--- config.mk ---
export PLATFORM = sky130hd
export DESIGN_NAME = ttt_token_ingress_flat
export DESIGN_NICKNAME = d
export VERILOG_FILES = /design/src/rtl/ttt_pkg.sv /design/src/rtl/ttt_token_ingress_if.sv /design/src/rtl/ttt_sync.sv /design/src/rtl/ttt_token_ingress.sv /design/src/flat_wrapper.sv
export SDC_FILE = /design/constraint.sdc
export NUM_CORES = 1
export LEC_CHECK = 0
export ABC_CLOCK_PERIOD_IN_PS = 2000
export CAP_MARGIN = 0
export CORE_ASPECT_RATIO = 1.2
export CORE_UTILIZATION = 55
export DETAILED_ROUTE_END_ITERATION = 12
export DONT_BUFFER_PORTS = 1
export PLACE_DENSITY = 0.73
export SKIP_CTS_REPAIR_TIMING = 1
export SLEW_MARGIN = 15
export SYNTH_ARGS = -nofsm -noshare
export SYNTH_HDL_FRONTEND = slang
export SYNTH_SLANG_ARGS = --single-unit
--- constraint.sdc ---
create_clock -name clk -period 2 [get_ports clk]
set_clock_uncertainty 0.05 [all_clocks]
set_input_delay 0.6 -clock clk [delete_from_list [all_inputs] [get_ports clk]]
set_output_delay 0.6 -clock clk [all_outputs]
set_load 0.05 [all_outputs]
--- src/rtl/ttt_pkg.sv ---
// Shared definitions for the tick-tock-tokens datapath.
//   ID_W_DEF : default neuron id width
//   pol_e    : token polarity (POL_EXC = excitatory, POL_INH = inhibitory)
//   token_t  : {id, pol} token as consumed by the neuron core
package ttt_pkg;

  localparam int unsigned ID_W_DEF = 4;

  typedef enum logic {
    POL_INH = 1'b0,
    POL_EXC = 1'b1
  } pol_e;

  typedef struct packed {
    logic [ID_W_DEF-1:0] id;
    pol_e                pol;
  } token_t;

endpackage

--- src/rtl/ttt_token_ingress_if.sv ---
// Token handshake between the ingress stage and the neuron core.
//   out_valid : head token available (producer -> consumer)
//   out_ready : consumer takes the head this cycle (consumer -> producer)
//   out_id    : head neuron id
//   out_pol   : head polarity
// master = ingress side, slave = core side.
interface ttt_token_ingress_if #(
  parameter int unsigned ID_W = ttt_pkg::ID_W_DEF
) ();

  logic            out_valid;
  logic            out_ready;
  logic [ID_W-1:0] out_id;
  logic            out_pol;

  modport master (
    output out_valid,
    output out_id,
    output out_pol,
    input  out_ready
  );

  modport slave (
    input  out_valid,
    input  out_id,
    input  out_pol,
    output out_ready
  );

endinterface

--- src/rtl/ttt_sync.sv ---
// N-stage flip-flop synchroniser for an asynchronous pin vector.
//   clk, rst_n : clock, async active-low reset (chain clears to 0)
//   d          : asynchronous input vector
//   q          : synchronised output, STAGES cycles behind d
module ttt_sync #(
  parameter int unsigned WIDTH  = 1,
  parameter int unsigned STAGES = 2
) (
  input  logic             clk,
  input  logic             rst_n,
  input  logic [WIDTH-1:0] d,
  output logic [WIDTH-1:0] q
);

  logic [WIDTH-1:0] chain [STAGES];

  always_ff @(posedge clk or negedge rst_n) begin
    if (!rst_n) begin
      for (int unsigned i = 0; i < STAGES; i++) chain[i] <= '0;
    end else begin
      chain[0] <= d;
      for (int unsigned i = 1; i < STAGES; i++) chain[i] <= chain[i-1];
    end
  end

  assign q = chain[STAGES-1];

endmodule

--- src/rtl/ttt_token_ingress.sv ---
// Pin-level token ingress for the neuron core.
// Synchronises strobe/id/pol pins, turns each rising strobe edge into a
// token pushed into a small FIFO, presents the head over a valid/ready
// handshake and records events lost to overflow.
//   clk, rst_n   : clock, async active-low reset
//   ena          : 0 = ignore strobe edges
//   strobe_in    : async event strobe (event = rising edge)
//   id_in        : async neuron id
//   pol_in       : async polarity
//   clr_flags    : sync pulse clearing overflow and drop_count
//   tok          : master side of the token handshake
//   fill         : entries queued
//   overflow     : sticky, an event was dropped
//   drop_count   : dropped events, saturating
module ttt_token_ingress
  import ttt_pkg::*;
#(
  parameter int unsigned ID_W        = ID_W_DEF,
  parameter int unsigned DEPTH       = 4,
  parameter int unsigned SYNC_STAGES = 2,
  parameter int unsigned DROP_W      = 4
) (
  input  logic                       clk,
  input  logic                       rst_n,
  input  logic                       ena,
  input  logic                       strobe_in,
  input  logic [ID_W-1:0]            id_in,
  input  logic                       pol_in,
  input  logic                       clr_flags,
  ttt_token_ingress_if.master        tok,
  output logic [$clog2(DEPTH):0]     fill,
  output logic                       overflow,
  output logic [DROP_W-1:0]          drop_count
);

  localparam int unsigned AW = $clog2(DEPTH);
  localparam int unsigned PW = AW + 1;

  logic            strobe_s;
  logic [ID_W-1:0] id_s;
  logic            pol_s;
  logic            prev_strobe;

  logic [PW-1:0]   wr_ptr;
  logic [PW-1:0]   rd_ptr;
  logic [ID_W:0]   mem [DEPTH];
  logic [ID_W:0]   head;

  logic push, pop, empty, full, wr_en, drop;

  // Identical chains keep data aligned with the strobe edge.
  ttt_sync #(.WIDTH(1),    .STAGES(SYNC_STAGES)) u_sync_strobe (
    .clk(clk), .rst_n(rst_n), .d(strobe_in), .q(strobe_s));
  ttt_sync #(.WIDTH(ID_W), .STAGES(SYNC_STAGES)) u_sync_id (
    .clk(clk), .rst_n(rst_n), .d(id_in),     .q(id_s));
  ttt_sync #(.WIDTH(1),    .STAGES(SYNC_STAGES)) u_sync_pol (
    .clk(clk), .rst_n(rst_n), .d(pol_in),    .q(pol_s));

  // Edge register tracks the strobe regardless of ena, so enabling while the
  // strobe is already high does not fabricate an event.
  always_ff @(posedge clk or negedge rst_n) begin
    if (!rst_n) prev_strobe <= 1'b0;
    else        prev_strobe <= strobe_s;
  end

  assign push  = strobe_s & ~prev_strobe & ena;
  assign empty = (wr_ptr == rd_ptr);
  assign full  = (wr_ptr[PW-1] != rd_ptr[PW-1]) &&
                 (wr_ptr[PW-2:0] == rd_ptr[PW-2:0]);
  assign pop   = tok.out_valid & tok.out_ready;
  // A pop in the same cycle frees the slot, so a full FIFO still accepts.
  assign wr_en = push & (~full | pop);
  assign drop  = push & full & ~pop;

  always_ff @(posedge clk or negedge rst_n) begin
    if (!rst_n) begin
      wr_ptr <= '0;
      rd_ptr <= '0;
    end else begin
      if (wr_en) wr_ptr <= wr_ptr + 1'b1;
      if (pop)   rd_ptr <= rd_ptr + 1'b1;
    end
  end

  always_ff @(posedge clk) begin
    if (wr_en) mem[wr_ptr[AW-1:0]] <= {id_s, pol_s};
  end

  // A drop in the same cycle as clr_flags leaves a count of one.
  always_ff @(posedge clk or negedge rst_n) begin
    if (!rst_n) begin
      overflow   <= 1'b0;
      drop_count <= '0;
    end else if (drop) begin
      overflow <= 1'b1;
      if (clr_flags)               drop_count <= DROP_W'(1);
      else if (drop_count != '1)   drop_count <= drop_count + 1'b1;
    end else if (clr_flags) begin
      overflow   <= 1'b0;
      drop_count <= '0;
    end
  end

  assign head          = mem[rd_ptr[AW-1:0]];
  assign fill          = wr_ptr - rd_ptr;
  assign tok.out_valid = ~empty;
  assign tok.out_id    = empty ? '0 : head[ID_W:1];
  assign tok.out_pol   = empty ? POL_INH : head[0];

endmodule

--- src/flat_wrapper.sv ---
// flat-port wrapper written by rule: the top's interface ports become plain ports
module ttt_token_ingress_flat import ttt_pkg::*;
#(
  parameter int unsigned ID_W        = ID_W_DEF,
  parameter int unsigned DEPTH       = 4,
  parameter int unsigned SYNC_STAGES = 2,
  parameter int unsigned DROP_W      = 4
)
  (clk, rst_n, ena, strobe_in, id_in, pol_in, clr_flags, fill, overflow, drop_count, tok_out_valid, tok_out_id, tok_out_pol, tok_out_ready);
  ttt_token_ingress_if #(.ID_W(ID_W)) tok_i ();
  input  logic clk;
  input  logic rst_n;
  input  logic ena;
  input  logic strobe_in;
  input  logic [ID_W-1:0] id_in;
  input  logic pol_in;
  input  logic clr_flags;
  output logic [$clog2(DEPTH):0] fill;
  output logic overflow;
  output logic [DROP_W-1:0] drop_count;
  output wire logic [$bits(tok_i.out_valid)-1:0] tok_out_valid;
  output wire logic [$bits(tok_i.out_id)-1:0] tok_out_id;
  output wire logic [$bits(tok_i.out_pol)-1:0] tok_out_pol;
  input wire logic [$bits(tok_i.out_ready)-1:0] tok_out_ready;
  assign tok_out_valid = tok_i.out_valid;
  assign tok_out_id = tok_i.out_id;
  assign tok_out_pol = tok_i.out_pol;
  assign tok_i.out_ready = tok_out_ready;
  ttt_token_ingress #(.ID_W(ID_W), .DEPTH(DEPTH), .SYNC_STAGES(SYNC_STAGES), .DROP_W(DROP_W)) u_core (.clk(clk), .rst_n(rst_n), .ena(ena), .strobe_in(strobe_in), .id_in(id_in), .pol_in(pol_in), .clr_flags(clr_flags), .tok(tok_i), .fill(fill), .overflow(overflow), .drop_count(drop_count));
endmodule
### Yosys cells after proc, flatten, opt, wreduce, memory -nomap -nowiden

Memory sizes are Yosys's and may differ from the RTL's.
Cells that the tools add are included.

| cells by class | value |
|---|---|
| add/sub/neg operators | 4 |
| equal/unequal tests | 4 |
| mux-type cells | 10 |
| bitwise gates (word level) | 11 |
| reduce and logical (&&, ||, !) cells | 4 |

Operator list:

| kind | count |
|---|---|
| 2-to-1 mux 4 bit | 5 |
| adder 3 x 1 -> 3 bit, second input constant | 2 |
| AND 1 bit | 6 |
| 2-to-1 mux 1 bit | 5 |
| adder 4 x 1 -> 4 bit, second input constant | 1 |
| != test 4 bit, second input constant | 1 |
| inverter 1 bit | 4 |
| nonzero test 2 bit | 2 |
| equality test 3 bit | 1 |
| subtractor 3 bit | 1 |
| equality test 2 bit | 1 |
| AND reduction 2 bit | 1 |
| logical AND 1 bit | 1 |
| != test 1 bit | 1 |
| OR 1 bit | 1 |

| word-level totals | value |
|---|---|
| flip-flop bits (word level) | 24 |
| bits in writable memories | 20 |
| input bits | 11 |
| logic and storage cells | 45 |
| memories kept | 1 |

Memories:

| memory | depth | bits a word | rd ports | clocked after memory_dff | wr ports | RTL line | text |
|---|---|---|---|---|---|---|---|
| u_core.mem | 4 | 5 | 1 | 0 | 1 | ttt_token_ingress.sv:46 | `logic [ID_W:0] mem [DEPTH];` |

### Longest topological paths before layout

| logic depth | value |
|---|---|
| depth after elaboration | 7 |
| gate-level depth with buffers | 6 |
| mapped depth without buffers | 6 |

### Hierarchy

Synthesis repeated with hierarchy kept, for this count alone.

| unflattened totals | value |
|---|---|
| cell total of the unflattened synthesis | 111 |
| area, all modules | 1,789.2 sq um |

Modules (own cells, without submodules):

| module | instances | cells each | area each (sq um) |
|---|---|---|---|
| ttt_token_ingress | 1 | 95 | 1,458.9 |
| ttt_sync (u_core.u_sync_id) | 1 | 12 | 230.2 |
| ttt_sync (u_core.u_sync_pol ...) | 2 | 2 | 50.0 |

### Worst setup path after synthesis

No wires, ideal clock.

| timing path | value |
|---|---|
| path type | reg-to-output |
| start | reg u_core.wr_ptr[0] |
| end | out fill[2] |
| data arrival time | 1.848 ns |
| setup slack | -0.498 ns |
| cell stages (with the launch flop) | 5 |
| buffers on the path | 0 |
| cells stage by stage | dfrtp_1 -> inv_1 -> ha_1 -> fa_1 -> xnor2_1 |

| on the way | value |
|---|---|
| longest elaborated chain between the ends | 1 |

Ends and longest elaborated chain:

| element | RTL line | text |
|---|---|---|
| start: declaration | ttt_token_ingress.sv:44 | `logic [PW-1:0] wr_ptr;` |
| start signal: assignment | ttt_token_ingress.sv:80 | `if (wr_en) wr_ptr <= wr_ptr + 1'b1;` |
| subtractor 3 bit | ttt_token_ingress.sv:105 | `assign fill = wr_ptr - rd_ptr;` |
| end: declaration | flat_wrapper.sv:18 | `output logic [$clog2(DEPTH):0] fill;` |

No other way between the ends.

### Final worst setup path

| timing path | value |
|---|---|
| start | reg u_core.rd_ptr[0] |
| end | out fill[1] |

| on the way | value |
|---|---|
| longest elaborated chain between the ends | 1 |

Ends and longest elaborated chain:

| element | RTL line | text |
|---|---|---|
| start: declaration | ttt_token_ingress.sv:45 | `logic [PW-1:0] rd_ptr;` |
| start signal: assignment | ttt_token_ingress.sv:81 | `if (pop) rd_ptr <= rd_ptr + 1'b1;` |
| subtractor 3 bit | ttt_token_ingress.sv:105 |  |

No other way between the ends.

==> flow_metrics.tcl <==
set metrics [dict create \
    grt_max_degree 25 \
    layout-drive-gt1-share_pct 39.8 \
    crit_type "flop to output port" \
    syn_inst 107 \
    clock_latency_ns 0.35 \
    wl_per_cell_um 16.5 \
    whs_ns 0.200 \
    grt_overflow_total 0 \
    fin_setup_tns_ns -2.59 \
    critPathLaunchType "flop" \
    vias 907 \
    seq_area_sq_mm 0.00120 \
    fill_cells 189 \
    drtAntennaViolNets 0 \
    root_buffer "clkbuf_4" \
    syn_nets 127 \
    drt_iter0_markers 22 \
    crit_arrival_ns 1.77 \
    fin_ws_ns -0.416 \
    htreeDepth 2 \
    worstHoldPathType "primary input to flop" \
    place.gp.congestion 0.724 \
    critPathTopFamily "adder cells" \
    worstPathCellList "ha_4, fa_2, clkinvlp_4" \
    synth_seq_area_share_pct 67.9 \
    drt_wl_total_um 2790 \
    clk_pin_slew_worst_paths_ns 0.13 \
    numCtsBuffers 5 \
    ys_warn_count 0 \
    num_antenna_cells 0 \
    firstDrtPassIters 4 \
    path_buf_inv 1 \
    antenna_found_initial 0 \
    crit_path_top_delay_cell "fa_2" \
    status "finished, violations left" \
    mappedNetlistArea_sq_mm 0.00177 \
    start_util_pct 57.9 \
    setup-violations-final 8 \
    tightestPinTransition_ns 0.545 \
    numPlacedInstances 156 \
    die_width_um 53.8 \
    die_h_um 64.1 \
    slew_viol_final 0 \
    port_buffers 0 \
    cts_sinks 44 \
    violations "negative setup slack" \
    max_stage_delay_ns 0.55 \
    final.min_clock_period_ns 2.42 \
    multi_input_area_sq_um 616 \
    cts_tree "done" \
    syn2layout_area_growth_pct 20.9 \
    num-nets-final 152 \
    drcViolationCount 0 \
    layout.cells.non_filler 169 \
    row_count 22 \
    grt_pass1_vias 973 \
    core_area_sq_mm 0.00306 \
    dp_hpwl_um 2020 \
    max_cap_viol_count 0 \
    hold_viol 0 \
    required_ns 1.35 \
    rsz0062_at_grt "true" \
    fmax_mhz 414 \
    ys_ff_latch 44 \
    cts_buffer_depth 2 \
    die-area_sq_mm 0.00345 \
    grt_first_pass_wirelength_um 4460 \
    gr-usage-all-layers_pct 19.4 \
    avgSynthCellArea_sq_um 16.5 \
    pin_count 25 \
    ys_types 29 \
    worstPathMaxFanout 2 \
    crit_path_end_kind "output port" \
    slew_headroom_pct 63.7 \
    fin_crit_sh_pct 121 \
    via_per_inst 5.37 \
]
[state kept, by name, summed over array words and instances, names as in the netlist]
register	flops
u_core.u_sync_id.q	4
u_core.u_sync_pol.chain	1
u_core.u_sync_strobe.q	1
u_core.prev_strobe	1
u_core.rd_ptr	3
u_core.u_sync_pol.q	1
u_core.drop_count	4
u_core.overflow	1
u_core.u_sync_id.chain	4
u_core.wr_ptr	3
u_core.u_sync_strobe.chain	1
u_core.mem	20
[per-stage QoR]
| step | setup slack [ns] | utilization (%) | instance area, sq um |
|---|---|---|---|
| floorplan | -0.0221 | - | 1850 |
| global placement | 0.00460 | 66.0 | 2020 |
| detailed placement | -0.00668 | 66.0 | 2020 |
| CTS | -0.419 | 67.9 | 2070 |
| global route | -0.457 | 70.0 | 2140 |
| finish | -0.416 | 70.0 | 2140 |
[path summary, 6_finish.rpt]
check	startpoint	end	slack (ns)	cells past startpoint
worst max-delay path	u_core.rd_ptr[0]$_DFFE_PN0P_	fill[1]	-0.42	3
worst min-delay path	id_in[2]	u_core.u_sync_id.chain[6]$_DFF_PN0_	0.20	0
worst max register to register	u_core.rd_ptr[1]$_DFFE_PN0P_	u_core.mem[1][4]$_DFFE_PP_	0.09	5
worst min register to register	u_core.u_sync_pol.chain[1]$_DFF_PN0_	u_core.u_sync_pol.q$_DFF_PN0_	0.32	0
max in group asynchronous	rst_n	u_core.rd_ptr[1]$_DFFE_PN0P_	1.13	2
min in group asynchronous	rst_n	u_core.u_sync_id.q[2]$_DFF_PN0_	0.61	2
[synth_stat cells]
library cell  number  area (sq um)
a21o_1             1          7.51
nand3_1            2          10.0
xnor2_1            5          43.8
buf_2              1          5.00
o21ai_1            2          10.0
and3_1             1          6.26
nand3_2            1          10.0
inv_1              6          22.5
nand2_2            1          6.26
nand2_1            3          11.3
mux4_2             5           113
and3b_1            1          8.76
fa_1               1          20.0
a21oi_1            2          10.0
a21oi_2            1          8.76
nor3_1             2          10.0
dfrtp_1           24           601
o311ai_2           1          16.3
xor2_1             2          17.5
nand3b_2           1          11.3
and2_1             9          56.3
nor3b_2            1          12.5
nand3b_1           2          15.0
ha_1               8           100
mux2_1             1          11.3
o211ai_1           1          7.51
o41ai_1            1          8.76
edfxtp_1          20           601
o311ai_1           1          8.76
[layout make-up]
class	instances	area share (%)
inverters	6	1.23
flip-flops and latches	44	56.3
clock buffers	5	1.76
clock inverters	3	0.878
well taps	36	2.11
multi-input cells	56	28.8
repair buffers	19	8.89
[layout by cell type (no fill, tap or decap), drive strengths merged]
master / instances
a21o: 1
a21oi: 3
and2: 9
and3: 1
and3b: 1
buf: 18
clkbuf: 5
clkinv: 1
clkinvlp: 3
dfrtp: 24
dlygate4sd3: 1
edfxtp: 20
fa: 1
ha: 8
inv: 5
mux2: 1
mux4: 5
nand2: 4
nand3: 3
nand3b: 3
nor3: 2
nor3b: 1
o211ai: 1
o21ai: 2
o311ai: 2
o41ai: 1
xnor2: 5
xor2: 2
[cell families after synthesis]
kind of cell    count (synthesis)  synth area share [%]
flops                          44                  67.9
buf+inv                         7                  1.56
xor+xnor                        7                  3.47
mux                             6                  7.00
simple gates                   24                  8.91
compound gates                 10                  4.39
fa+ha+maj                       9                  6.79
[routing by layer]
metal  track usage [%]  wire, um  vias to the layer above
met5                 0         0                        -
met4              8.22        53                        0
met3              8.10       129                        5
met2              32.3      1460                       22
met1              20.8      1150                      442
li1                  -         -                      438
Power is left out: the tool's default activity adds up to more than one toggle a clock period on the data nets, which glitch-free logic cannot reach.
==> patch 1, RTL diff (same settings) <==
`DROP_W` is set to 4 in 2 places; all go to 6.
--- a/src/rtl/ttt_token_ingress.sv
+++ b/src/rtl/ttt_token_ingress.sv
@@ -20,3 +20,3 @@
   parameter int unsigned SYNC_STAGES = 2,
-  parameter int unsigned DROP_W      = 4
+  parameter int unsigned DROP_W      = 6
 ) (
--- a/src/flat_wrapper.sv
+++ b/src/flat_wrapper.sv
@@ -6,3 +6,3 @@
   parameter int unsigned SYNC_STAGES = 2,
-  parameter int unsigned DROP_W      = 4
+  parameter int unsigned DROP_W      = 6
 )
Ports: changed (resized drop_count); port bits go from 25 to 27. No check against the original RTL was run, so the function may have changed too.
==> patch 1 against the original RTL <==
The run still ends with negative setup slack left. Cell area increased by 7.7%. Sequential share of layout area is 1.8 points lower. Area after synthesis is 5.7% higher. First-iteration DRC count rose by 14%. Count of clock-buffer cells in the layout up 1. Die area rose by 5.5%. Routed wire length increased by 14%. Worst setup slack better by 0.031 ns. Sequential cell count is 2 higher. Critical path type unchanged. Critical endpoint unchanged. Highest routed layer is now met3.
==> patch 1: results (changes against the original RTL) <==
Detailed routing
  – First-pass DRT Iterations: 6 (was 4)
  – DRT iter0 DRCs: 25 (was 22)
  – Via/cell ratio: 5.73 (was 5.37)
  – DR WL/cell: 17.2 um (was 16.5 um)

GRT
  – All-Layer GR Usage: 19.0% (was 19.4%)
  – Vias in the first global route: 1,063 (was 973)
  – Largest net degree at the start of global routing: 27 (was 25)
  – Initial antenna violation count: 0 (unchanged)
  – First-pass GRT wire length: 5.15 mm (was 4.46 mm)

STA
  – # setup viols final: 8 (unchanged)
  – Slew headroom: 68.6% (was 63.7%)
  – Total negative slack: -2.44 ns (was -2.59 ns)
  – Setup WS post-layout: -0.385 ns (was -0.416 ns)
  – Final Hold Fails: 0 (unchanged)

Logic synthesis
  – Synth Warn #: 0 (unchanged)
  – Multiplexer share of the synthesized area: 6.62% (was 7.00%)
  – Synth cell types: 28 (was 29)
  – Synthesized Nets: 141 (was 127)
  – Post-synth ARST share: 56.5% (was 54.5%)
  – Top cells by count, synth: dfrtp_1 (26), edfxtp_1 (20), and2_1 (10), ha_1 (8), inv_1 (6) (was dfrtp_1 (24), edfxtp_1 (20), and2_1 (9), ha_1 (8), inv_1 (6))
  – Adder-Cell Fraction of Synth Area: 6.42% (was 6.79%)
  – EDFF count, synth: 20 (unchanged)
  – Sequential area share after synthesis: 66.9% (was 67.9%)
  – Largest cells by area after synthesis: dfrtp_1 (35%), edfxtp_1 (32%), mux4_2 (6.0%) (was dfrtp_1 (34%), edfxtp_1 (34%), mux4_2 (6.4%))
  – Compound-Gate Fraction of Synth Area: 4.88% (was 4.38%)
  – Xor and xnor area share after synthesis: 3.28% (was 3.47%)

Layout
  – Diode count: 0 (unchanged)
  – NumNets Final: 169 (was 152)
  – Layout cell share with drive strength beyond 1: 38.7% (was 39.8%)
  – Largest register FFs: 20 (unchanged)

Clocking
  – Num CTS Buffers: 5 (unchanged)
  – CTS clk-pin slew, worst paths: 0.12 ns
  – CTS Root Cell: clkbuf_4 (unchanged)
  – H-tree depth: 2 (unchanged)
  – CTS Buffer Depth: 2 (unchanged)
  – Clk Latency, worst-skew pair: 0.34 ns

Power and ir drop
  – Internal power: 2230 uW
  – Peak VDD IR: 3080 uV
  – Leakage power: 0.000917 uW

Outcome
  – Failing checks: negative setup slack (unchanged)
  – Outcome: finished, violations left (unchanged)

Setup path
  – CP delay by family, top: adder cells (unchanged)
  – Arrival time at the worst endpoint: 1.73 ns (was 1.77 ns)
  – Highest-delay cell along the critical path: fa_2 (unchanged)
  – Worst-path fanout max: 2 (unchanged)
  – Max stage delay on crit path: 0.54 ns

Place
  – DP HPWL: 2.31 mm (was 2.02 mm)
  – PortBufs: 0 (unchanged)
  – Placer congestion estimate: 0.753 (was 0.724)

Worst hold path
  – Hold Path Class: in2reg (unchanged)
## patch 1: changes by cell type after synthesis, sizes merged, moves of 2 or more
cell | unedited run | this run
a211oi | 0 | 2
dfrtp | 24 | 26
o311ai | 2 | 0
o21ai | 2 | 5
a21oi | 3 | 5
a41oi | 0 | 2
## patch 1: worst reg2reg max path, cell delays in order, from the launching register on
cell and delay [ns]:
dfrtp_1 0.44, ha_4 0.31, and3b_2 0.26, nand3b_2 0.13, buf_4 0.19, nor4b_1 0.28
a211oi_1 0.12
## patch 1: layout make-up
class	count	area, sq um
timing repair buffer	22	216
inverter	6	26.3
multi-input combinational	68	704
tap	36	45.0
clock buffer	6	41.3
fill	209	836
clock inverter	2	13.8
sequential	46	1250
## patch 1: cells by family after synthesis
group,Yosys count
compound gates,15
xor+xnor,7
flops,46
fa+ha+maj,9
simple gates,31
mux,6
buf+inv,7
## patch 1: worst paths after layout
kind / from / endpoint / slack (ns) / cells after the start
worst min-delay path: id_in[3] / u_core.u_sync_id.chain[7] / 0.22 / 0
worst max register to register: u_core.rd_ptr[0] / u_core.drop_count[3] / 0.12 / 6
worst max-delay path: u_core.rd_ptr[0] / fill[1] / -0.38 / 3
max in group asynchronous: rst_n / u_core.rd_ptr[1] / 1.11 / 2
worst min register to register: u_core.u_sync_id.chain[6] / u_core.u_sync_id.q[2] / 0.31 / 0
min in group asynchronous: rst_n / u_core.rd_ptr[0] / 0.63 / 2
## patch 1: layer usage
layer,GRT usage [%],wire length (um)
met5,0,0
met4,5.31,0
met3,5.48,141
met2,32.8,1730
met1,23.7,1330
## patch 1: power by group through the flow
stage	sequential, uW	combinational [uW]	clock [uW]
floorplan	1230	1600	0
global placement	1220	2140	0
detailed placement	1220	2200	0
CTS	1200	2210	429
global route	1230	2440	468
finish	1220	2320	408
## patch 1: stage by stage
stage / area (sq um) / std cells / setup slack (ns) / utilization, %
4_1_cts: 2220 / 183 / -0.397 / 70.7
6_report: 2300 / 186 / -0.385 / 73.4
3_5_place_dp: 2160 / 175 / 0.00590 / 69.0
2_1_floorplan: 1960 / 121 / -0.00779 / -
3_3_place_gp: 2160 / 175 / 0.0170 / 69.0
5_1_grt: 2300 / 186 / -0.444 / 73.4
==> patch 2, RTL diff (same flow settings) <==
Without the edit above. Make the reset (`rst_n`) synchronous in 4 clocked blocks. Comments in the files are not updated.
--- a/src/rtl/ttt_sync.sv
+++ b/src/rtl/ttt_sync.sv
@@ -16,3 +16,3 @@
 
-  always_ff @(posedge clk or negedge rst_n) begin
+  always_ff @(posedge clk) begin
     if (!rst_n) begin
--- a/src/rtl/ttt_token_ingress.sv
+++ b/src/rtl/ttt_token_ingress.sv
@@ -60,3 +60,3 @@
   // strobe is already high does not fabricate an event.
-  always_ff @(posedge clk or negedge rst_n) begin
+  always_ff @(posedge clk) begin
     if (!rst_n) prev_strobe <= 1'b0;
@@ -74,3 +74,3 @@
 
-  always_ff @(posedge clk or negedge rst_n) begin
+  always_ff @(posedge clk) begin
     if (!rst_n) begin
@@ -89,3 +89,3 @@
   // A drop in the same cycle as clr_flags leaves a count of one.
-  always_ff @(posedge clk or negedge rst_n) begin
+  always_ff @(posedge clk) begin
     if (!rst_n) begin
Check against the original RTL: differs if rst_n is asserted again (counterexample within 4 cycles, from zero or initial values and one cycle with rst_n low); with rst_n held inactive, the same outputs for 10 cycles.
==> patch 2 against the original RTL <==
The flow still finishes with violations (negative setup slack). Utilization up 4.4 points. First-iteration DRC count fell by 36%. Sequential cell count is 2 higher. Routed wire length grew 8.5%. Worst setup slack better by 0.091 ns. Count of clock-buffer cells in the layout is 2 higher. Register-to-register slack got worse by 0.03 ns. Area after synthesis increased by 3.1%. Worst hold slack better by 0.11 ns. Cell area rose by 8.2%. Largest cell class unchanged. Highest routed layer unchanged.
==> patch 2: results (changes against the original RTL) <==
Outcome
  – Outcome: finished, violations left (unchanged)
  – Failing checks: negative setup slack (unchanged)

Place
  – Dpl cell area: 2140 sq um (was 2020 sq um)
  – Cells after DPL: 189 (was 156)
  – DP HPWL: 2.23 mm (was 2.02 mm)
  – Pre-CTS setup slack: -0.0390 ns (was -0.00668 ns)
  – Placer congestion estimate: 0.773 (was 0.724)

Detailed routing
  – Via/cell ratio: 5.28 (was 5.37)
  – DRT iter0 DRCs: 14 (was 22)
  – First-pass DRT Iterations: 2 (was 4)
  – DR WL/cell: 15.1 um (was 16.5 um)

Setup path
  – CP Capture Point: fill[2] (was fill[1])
  – R2R cell count: 6 (was 5)
  – RR Startpoint: u_core.wr_ptr[0] (was u_core.rd_ptr[1])
  – Arrival time at the worst endpoint: 1.67 ns (was 1.77 ns)
  – CP delay by family, top: adder cells (unchanged)
  – Reg2Reg Setup Slack: 0.06 ns (was 0.09 ns)
  – R2R Path End: u_core.drop_count[3] (was u_core.mem[1][4])
  – Max stage delay on crit path: 0.42 ns (was 0.55 ns)

Worst hold path
  – Hold Crit Depth: 1 (was 0)
  – Min-Delay Startpoint: rst_n (was id_in[2])
  – WHS Endpoint: u_core.u_sync_strobe.chain[0][0] (was u_core.u_sync_id.chain[6])

Layout
  – Non-clock buffer count in the final layout: 25 (was 19)
  – NumNets Final: 183 (was 152)
  – Layout clock buffers: 7 (was 5)
  – Comb_multi_in: 79 (was 56)
  – FF+latch count: 46 (was 44)
  – Clk tree area frac: 3.19% (was 2.63%)
  – Most common cell after layout, fill and taps aside: and2_1 (was dfrtp_1)
  – Non-clock buffer share: 11.7% (was 8.89%)
  – Fin cells: 200 (was 169)
  – Layout cell share with drive strength beyond 1: 37.2% (was 39.8%)
  – # fillers: 191 (was 189)
  – Multi-input gate share of total cell area: 33.0% (was 28.8%)

GRT
  – Vias in the first global route: 1,120 (was 973)
  – All-Layer GR Usage: 20.2% (was 19.4%)
  – First-pass GRT wire length: 4.82 mm (was 4.46 mm)

Logic synthesis
  – Largest cells by area after synthesis: edfxtp_1 (33%), dfxtp_1 (29%), and2_1 (7.2%) (was dfrtp_1 (34%), edfxtp_1 (34%), mux4_2 (6.4%))
  – Top cells by count, synth: dfxtp_1 (26), and2_1 (21), edfxtp_1 (20), ha_1 (8), nor2b_1 (8) (was dfrtp_1 (24), edfxtp_1 (20), and2_1 (9), ha_1 (8), inv_1 (6))
  – Mapped Cells: 134 (was 107)
  – Synthesized Nets: 154 (was 127)
  – Post-synth ARST share: 0% (was 54.5%)
  – Top_reg_cell synth: dfxtp_1 (was dfrtp_1)
  – Synth Warn #: 0 (unchanged)
  – Synth cell types: 32 (was 29)
  – Sequential area share after synthesis: 61.5% (was 67.9%)

STA
  – # setup viols final: 8 (unchanged)
  – Setup WS post-layout: -0.325 ns (was -0.416 ns)
  – Slew headroom: 62.0% (was 63.7%)
  – Total negative slack: -2.09 ns (was -2.59 ns)
  – Worst hold slack: 0.310 ns (was 0.200 ns)

Power and ir drop
  – Post-layout total power: 1800 uW
patch 2: cell types whose count changed in the layout (fill, tap and decap cells not counted), moves of 4 or more:
cell and delta:
and2_1 +19, and2_4 -5, buf_4 +5, dfrtp_1 -21, dfxtp_1 +20, dfxtp_2 +4
nor2b_4 +4
patch 2: cell families (layout without fill, tap and decap cells):
| family | Yosys count | count (layout) | share of synthesized area (%) |
|---|---|---|---|
| compound gates | 10 | 10 | 3.16 |
| xor+xnor | 6 | 6 | 2.88 |
| fa+ha+maj | 9 | 9 | 6.58 |
| buf+inv | 9 | 39 | 1.85 |
| flops | 46 | 46 | 61.5 |
| mux | 8 | 8 | 7.82 |
| simple gates | 46 | 46 | 16.3 |
patch 2: per-layer routing:
metal,vias up,routed length [um],global-route usage (%)
li1,524,-,-
met3,8,129,6.71
met5,-,0,0
met4,0,88,10.9
met2,25,1720,35.2
met1,498,1090,20.2
